### src/rtl/pifo_reg_deq.sv
// pifo_reg_deq: dequeue-side controller for the register-based PIFO.
// Pulls entries off the PIFO head one remove at a time, waits one settle
// cycle for the PIFO's head to refresh, and buffers removed entries in a
// small output FIFO exposed as a valid/ready stream.
//
// state    | meaning
// ---------+------------------------------------------------------------
// S_IDLE   | may issue a remove when the head is valid, enabled, not full
// S_SETTLE | remove just issued; PIFO valid_out is stale, hold off 1 cycle
module pifo_reg_deq #(
    parameter int RANK_WIDTH = 8,
    parameter int META_WIDTH = 8,
    parameter int L2_DEPTH   = 1
) (
    input  logic                  clk,
    input  logic                  rst,
    input  logic                  enable,
    input  logic                  pifo_valid,
    input  logic [RANK_WIDTH-1:0] pifo_rank,
    input  logic [META_WIDTH-1:0] pifo_meta,
    output logic                  pifo_remove,
    output logic                  m_valid,
    input  logic                  m_ready,
    output logic [RANK_WIDTH-1:0] m_rank,
    output logic [META_WIDTH-1:0] m_meta,
    output logic [L2_DEPTH:0]     level,
    output logic [31:0]           deq_count
);

    localparam int                DEPTH     = 1 << L2_DEPTH;
    localparam logic [L2_DEPTH:0] DEPTH_LVL = DEPTH[L2_DEPTH:0];

    typedef enum logic {
        S_IDLE   = 1'b0,
        S_SETTLE = 1'b1
    } state_t;

    state_t                state;
    logic [RANK_WIDTH-1:0] rank_mem [DEPTH];
    logic [META_WIDTH-1:0] meta_mem [DEPTH];
    logic [L2_DEPTH-1:0]   wr_ptr;
    logic [L2_DEPTH-1:0]   rd_ptr;
    logic                  push;
    logic                  pop;

    // Full check uses the pre-pop level so a same-cycle pop can never be
    // relied on to make room; this keeps the FIFO overflow-proof.
    assign pifo_remove = (state == S_IDLE) & enable & pifo_valid
                         & (level < DEPTH_LVL) & ~rst;

    assign push    = pifo_remove;
    assign m_valid = (level != '0);
    assign pop     = m_valid & m_ready;
    assign m_rank  = m_valid ? rank_mem[rd_ptr] : '0;
    assign m_meta  = m_valid ? meta_mem[rd_ptr] : '0;

    // Remove/settle sequencing: every remove is followed by one blind cycle.
    always_ff @(posedge clk) begin
        if (rst) begin
            state <= S_IDLE;
        end else begin
            case (state)
                S_IDLE:   if (pifo_remove) state <= S_SETTLE;
                S_SETTLE: state <= S_IDLE;
                default:  state <= S_IDLE;
            endcase
        end
    end

    // FIFO storage: the sampled head is exactly the removed entry.
    always_ff @(posedge clk) begin
        if (push) begin
            rank_mem[wr_ptr] <= pifo_rank;
            meta_mem[wr_ptr] <= pifo_meta;
        end
    end

    // FIFO pointers and occupancy; push+pop together leaves level unchanged.
    always_ff @(posedge clk) begin
        if (rst) begin
            wr_ptr <= '0;
            rd_ptr <= '0;
            level  <= '0;
        end else begin
            if (push) wr_ptr <= wr_ptr + 1'b1;
            if (pop)  rd_ptr <= rd_ptr + 1'b1;
            case ({push, pop})
                2'b10:   level <= level + 1'b1;
                2'b01:   level <= level - 1'b1;
                default: level <= level;
            endcase
        end
    end

    // Running count of removes issued, wrapping naturally at 2**32.
    always_ff @(posedge clk) begin
        if (rst) begin
            deq_count <= '0;
        end else if (pifo_remove) begin
            deq_count <= deq_count + 32'd1;
        end
    end

endmodule

### config.mk
export PLATFORM = sky130hd
export DESIGN_NAME = pifo_reg_deq
export DESIGN_NICKNAME = d
export VERILOG_FILES = /design/src/rtl/pifo_reg_deq.sv
export SDC_FILE = /design/constraint.sdc
export NUM_CORES = 1
export LEC_CHECK = 0
export ABC_AREA = 0
export BUFFER_PORTS_ARGS = -buffer_cell sky130_fd_sc_hd__buf_2
export CAP_MARGIN = 20
export CELL_PAD_IN_SITES_DETAIL_PLACEMENT = 1
export CELL_PAD_IN_SITES_GLOBAL_PLACEMENT = 1
export CORE_UTILIZATION = 38
export CTS_BUF_LIST = sky130_fd_sc_hd__clkbuf_4
export DETAILED_ROUTE_END_ITERATION = 7
export PLACE_DENSITY_LB_ADDON = 0.1
export SETUP_SLACK_MARGIN = 0.02
export SYNTH_ARGS = -nofsm -noshare
export SYNTH_HDL_FRONTEND = slang
export SYNTH_SLANG_ARGS = --single-unit
### constraint.sdc
create_clock -name clk -period 1.94 [get_ports clk]
set_input_delay 0.097 -clock clk [delete_from_list [all_inputs] [get_ports clk]]
set_output_delay 0.097 -clock clk [all_outputs]
set_load 0.01 [all_outputs]
After elaboration in Yosys (flattened, before gate mapping)
Memory sizes are Yosys's and may differ from the RTL's. A register that Yosys moved wholly into a read port is not among the register bits.
Cells that the tools add are included.
{"block": "totals", "ramBits": 32, "output_inout_bits": 52, "input_bits": 21, "ff_bits": 37, "mem_count": 2}
{"name": "meta_mem", "depth": 2, "word_bits": 8, "rd": 1, "rd_clocked_by_memory_dff": 1, "wr": 1, "line_no": "40", "rtl": "logic [META_WIDTH-1:0] meta_mem [DEPTH];"}
{"name": "rank_mem", "depth": 2, "word_bits": 8, "rd": 1, "rd_clocked_by_memory_dff": 1, "wr": 1, "line_no": "39", "rtl": "logic [RANK_WIDTH-1:0] rank_mem [DEPTH];"}
{"block": "op_classes", "bitwise_logic": 7, "muxes": 10, "n_addsub": 5, "eq_ne": 2, "n_lt_le_gt_ge": 1, "reduce_logical": 2}
{"operator": "$add 32x1->32 const B", "count": 1}
{"operator": "$mux 8", "count": 2}
{"operator": "$mux 1", "count": 6}
{"operator": "$and 1x1->1", "count": 5}
{"operator": "$pmux 2 s2", "count": 1}
{"operator": "$reduce_bool 2->1", "count": 2}
{"operator": "$add 1x1->1 const B", "count": 2}
{"operator": "$add 2x1->2 const B", "count": 1}
{"operator": "$eq 2x1->1 const B", "count": 1}
{"operator": "$eq 2x2->1 const B", "count": 1}
{"operator": "$lt 2x2->1 const B", "count": 1}
{"operator": "$not 1->1", "count": 2}
{"operator": "$pmux 1 s2", "count": 1}
{"operator": "$sub 2x1->2 const B", "count": 1}

Longest topological paths before layout
{"block": "depth", "word_depth": 7, "mapped_depth": 7}

Worst setup path before layout
No wires, ideal clock.
{"block": "synth_path", "path_kind": "register to register", "start": "register level[1]", "end": "register deq_count[30]", "setup_time_ns": 0.123, "path_stages_with_launch": 7, "setup_slack_ns": -0.077, "period_less_slack_ns": 2.017, "arrival_time_ns": 1.894, "n_path_buf": 2, "path_cell_list": "dfxtp_1 or3b_4 or3_1 buf_2 buf_2 nor3_1 mux2_1"}
{"block": "synth_between", "elab_chain_len": 3}
{"element": "from (decl)", "line_no": "26", "rtl": "output logic [L2_DEPTH:0] level,"}
{"element": "from (signal assigned)", "line_no": "88", "rtl": "2'b10: level <= level + 1'b1;"}
{"element": "from (signal assigned)", "line_no": "89", "rtl": "2'b01: level <= level - 1'b1;"}
{"element": "from (signal assigned)", "line_no": "90", "rtl": "default: level <= level;"}
{"element": "$lt 2x2->1", "line_no": "49", "rtl": "& (level < DEPTH_LVL) & ~rst;"}
{"element": "$and 1x1->1 (2 in series)", "line_no": "49"}
{"element": "to (signal assigned)", "line_no": "100", "rtl": "deq_count <= deq_count + 32'd1;"}
{"element": "to (decl)", "line_no": "27", "rtl": "output logic [31:0] deq_count"}
No other way between the ends.
A chain may end at the register's enable or synchronous reset.

Worst setup path in the final report
{"block": "layout_path", "start": "register state", "end": "register deq_count[16]"}
{"block": "layout_between", "elab_chain_len": 5}
{"element": "from (decl)", "line_no": "38", "rtl": "state_t state;"}
{"element": "from (signal assigned)", "line_no": "60", "rtl": "state <= S_IDLE;"}
{"element": "from (signal assigned)", "line_no": "63", "rtl": "S_IDLE: if (pifo_remove) state <= S_SETTLE;"}
{"element": "from (signal assigned)", "line_no": "64", "rtl": "S_SETTLE: state <= S_IDLE;"}
{"element": "$not 1->1"}
{"element": "$and 1x1->1 (2 in series)", "line_no": "48", "rtl": "assign pifo_remove = (state == S_IDLE) & enable & pifo_valid"}
{"element": "$and 1x1->1 (2 in series)", "line_no": "49"}
No other way between the ends.

==> flow_summary.toml <==
[run_status]
run_status = "finished, final reports clean"

[timing]
fmaxAchievable_mhz = 529.6
timing.final.crit_share = 0.9734
hold_viol_final = 0
setup_slack_ns = 0.05161
timing.clock.skew_ns = 0.01749
timing.slew.headroom = 0.7375
post-route-min-period_ns = 1.888
rsz0062_at_grt = "true"
finalMaxSlewViolations = 0
final_number_of_setup_violating_endpoints = 0
timing_worst_slew_pin_value_ns = 0.3902

[hold_path]
hold_end = "deq_count[23]"
worstHoldPathCells = 3
holdCritPathClass = "input port to flip-flop"
timing.hold.worst.start = "rst"

[critical_path]
path_max_fanout = 8
cp_data_required_time_ns = 2.26
r2r_setup_slack_ns = 0.05
ff2ff_path_depth = 5
crit_arrival_ns = 2.21
critical_path.reg2reg.startpoint = "state"
timing.rr.end = "deq_count[16]"
type_of_the_setup_path_with_the_least_slack = "flip-flop to flip-flop"
critPathLaunchType = "flip-flop"
critPathCaptureType = "flip-flop"

[clocking]
clkSlewWorstSetupHoldPaths_ns = 0.13
clock-sinks = 70
tritoncts_clock_tree = "built"
clock_latency_ns = 0.39
htreeDepth = 3
clk_path_buf_depth = 2
clock-root-buffer = "sky130_fd_sc_hd__clkbuf_4"
cts_buf_count = 9

[grt]
grt_antenna_before_repair = 0
grt_max_degree = 29
vias_in_the_first_global_route = 2510
grt_first_pass_wirelength_um = 12020
globalRouteOverflowTotal = 0
grtUsageTotal = 0.1847

[place]
pre_cts_slack_ns = -0.01304
placedInstanceArea_sq_um = 3665
io_buffer_count = 72
hpwlAfterDp_um = 4953
finalWeightedCongestion = 0.7422

[floorplan]
die-width_um = 90.95
initial_core_util = 0.3911
core_area_sq_um = 7687
io_pins = 73
die_height_um = 90.95
core.rowCount = 32
dieArea_sq_um = 8272

[power]
cell_internal_power_w = 0.002169
combinationalPowerShare = 0.152
power.switching_fraction = 0.2618
power.share.clock = 0.306
power.sequential.fraction = 0.543
ir_worst_vdd_v = 0.0002760
power_spent_charging_and_discharging_nets_w = 0.0007693
power_leakage_nw = 1.580
p_per_cell_area_nw_per_um2 = 728.6

[synth]
synth-warning-count = 0
synthesis.instances = 282
synth_cell_types = 31
post_synth_instance_area_sq_um = 3007
syn-num-nets = 305
post_syn_area_per_cell_sq_um = 10.66
synth.ff_latch_count = 70
yosysSeqAreaShare = 0.5726

[final_layout]
layout.cells.most_common_list = "sky130_fd_sc_hd__buf_2, sky130_fd_sc_hd__nor2_1, sky130_fd_sc_hd__dfxtp_1"
final_nets = 421
synthToLayoutAreaGrowth_pct = 34.12
n_fill_cell = 885
diodes = 0
drive_gt1_frac = 0.3375
most_common_cell_after_layout_fill_and_taps_aside = "sky130_fd_sc_hd__buf_2"
post-route-cell-area_sq_um = 4033

[detailed_routing]
route.vias.total = 2504
detail_route.drc_violations = 0
detail_route.wirelength_um = 7329
routedWlPerCell_um = 14.51
detailedRoute.firstPassIterationCount = 6
antenna_left = 0
avgViaCountPerCell = 4.958
detailedRoute.firstIterationViolations = 31

[job]
cap_viol_max_count = 0
[power by group through the flow]
stage	Clock (W)	Combinational [W]	Sequential, W
3_5_place_dp	0	0.000417	0.00163
4_1_cts	0.000939	0.000448	0.00160
3_3_place_gp	0	0.000412	0.00163
2_1_floorplan	0	0.000238	0.00163
5_1_grt	0.000989	0.000491	0.00160
6_report	0.000898	0.000446	0.00159
[worst max path at each step]
stage / endpoint / slack (ns) / from
CTS: deq_count[16] / 0.02 / state
floorplan: deq_count[28] / 0.03 / deq_count[8]
global placement: deq_count[20] / 0.04 / state
detailed placement: deq_count[20] / -0.01 / state
finish: deq_count[16] / 0.05 / state
global route: deq_count[16] / 0.002 / state
[critical path, cell delays in order (launching register included)]
cell                      delay (ns)
sky130_fd_sc_hd__dfxtp_2        0.34
sky130_fd_sc_hd__or3b_4         0.39
sky130_fd_sc_hd__or3_4          0.39
sky130_fd_sc_hd__buf_6          0.15
sky130_fd_sc_hd__or4_1          0.41
sky130_fd_sc_hd__a21oi_2        0.13
[synth_stat cells]
| master | count | share of area |
|---|---|---|
| sky130_fd_sc_hd__mux2i_1 | 16 | 0.053 |
| sky130_fd_sc_hd__edfxtp_1 | 32 | 0.32 |
| sky130_fd_sc_hd__nand3_1 | 11 | 0.018 |
| sky130_fd_sc_hd__mux2_2 | 3 | 0.011 |
| sky130_fd_sc_hd__buf_2 | 4 | 0.0067 |
| sky130_fd_sc_hd__mux2_1 | 4 | 0.015 |
| sky130_fd_sc_hd__nor4_1 | 4 | 0.0083 |
| sky130_fd_sc_hd__xor2_1 | 2 | 0.0058 |
| sky130_fd_sc_hd__xnor2_1 | 10 | 0.029 |
| sky130_fd_sc_hd__nor3_1 | 8 | 0.013 |
| sky130_fd_sc_hd__a21oi_1 | 17 | 0.028 |
| sky130_fd_sc_hd__nand2b_1 | 1 | 0.0021 |
| sky130_fd_sc_hd__nand4b_1 | 2 | 0.0058 |
| sky130_fd_sc_hd__dfxtp_1 | 38 | 0.25 |
| sky130_fd_sc_hd__inv_1 | 7 | 0.0087 |
| sky130_fd_sc_hd__nand4_1 | 6 | 0.012 |
| sky130_fd_sc_hd__nand2_1 | 13 | 0.016 |
| sky130_fd_sc_hd__nand4bb_1 | 1 | 0.0037 |
| sky130_fd_sc_hd__and3_1 | 3 | 0.0062 |
| sky130_fd_sc_hd__clkbuf_1 | 7 | 0.0087 |
| sky130_fd_sc_hd__nor3b_1 | 1 | 0.0025 |
| sky130_fd_sc_hd__o21ai_0 | 8 | 0.013 |
| sky130_fd_sc_hd__nor2_1 | 37 | 0.046 |
| sky130_fd_sc_hd__buf_1 | 4 | 0.0050 |
| sky130_fd_sc_hd__ha_1 | 2 | 0.0083 |
| sky130_fd_sc_hd__nor2b_1 | 9 | 0.019 |
| sky130_fd_sc_hd__or4_1 | 9 | 0.022 |
| sky130_fd_sc_hd__or3_1 | 8 | 0.017 |
| sky130_fd_sc_hd__or3b_4 | 1 | 0.0037 |
| sky130_fd_sc_hd__o31ai_1 | 9 | 0.022 |
| sky130_fd_sc_hd__and4_1 | 5 | 0.015 |
[through the flow]
step                total power [W]   TNS, ns  hold WS [ns]  utilization  cells
floorplan                  0.001870         0        0.1959            -    282
global placement           0.002039         0        0.2857       0.4767    469
detailed placement         0.002046  -0.01840        0.2890       0.4767    469
CTS                        0.002983         0        0.1047       0.5208    504
global route               0.003079         0        0.1239       0.5246    505
finish                     0.002938         0        0.1388       0.5246    505
[sequential cells by signal (all words and copies together) (netlist names), named ones only]
signal / cells
level: 2
deq_count: 32
wr_ptr: 1
meta_mem: 16
rank_mem: 16
state: 1
rd_ptr: 1
[metal layers]
layer | track usage | vias up | share of wire
met5 | 0 | - | 0
met4 | 0.06746 | 0 | 0.0078
met3 | 0.03183 | 4 | 0.030
met2 | 0.3194 | 47 | 0.49
met1 | 0.2311 | 1198 | 0.47
li1 | - | 1255 | -
[kinds of logic after synthesis]
logic type / count (synthesis) / synth area share
simple gates: 119 / 0.2114
fa+ha+maj: 2 / 0.008322
compound gates: 34 / 0.06408
mux: 23 / 0.07948
flops: 70 / 0.5726
xor+xnor: 12 / 0.03496
buf+inv: 22 / 0.02913
[timing repair]
item	4_1_cts	5_1_grt
buffers inserted	2	1
pin swaps	4	2
setup endpoints to repair	5	13
hold buffers	16	0
cloned	1	0
resized for setup	6	6
endpoints found under the hold margin	32	0
[area by class of cell]
cell class,count,area (sq um),share of cell area
Clock buffer,9,67.56,0.01675
Timing Repair Buffer,120,774.5,0.1921
Sequential cell,70,1729,0.4288
Tap cell,102,127.6,0.03165
Clock inverter,7,65.06,0.01613
Multi-Input combinational cell,190,1239,0.3072
Inverter,7,30.03,0.007446
No activity file was read; power rests on OpenSTA's default activity.
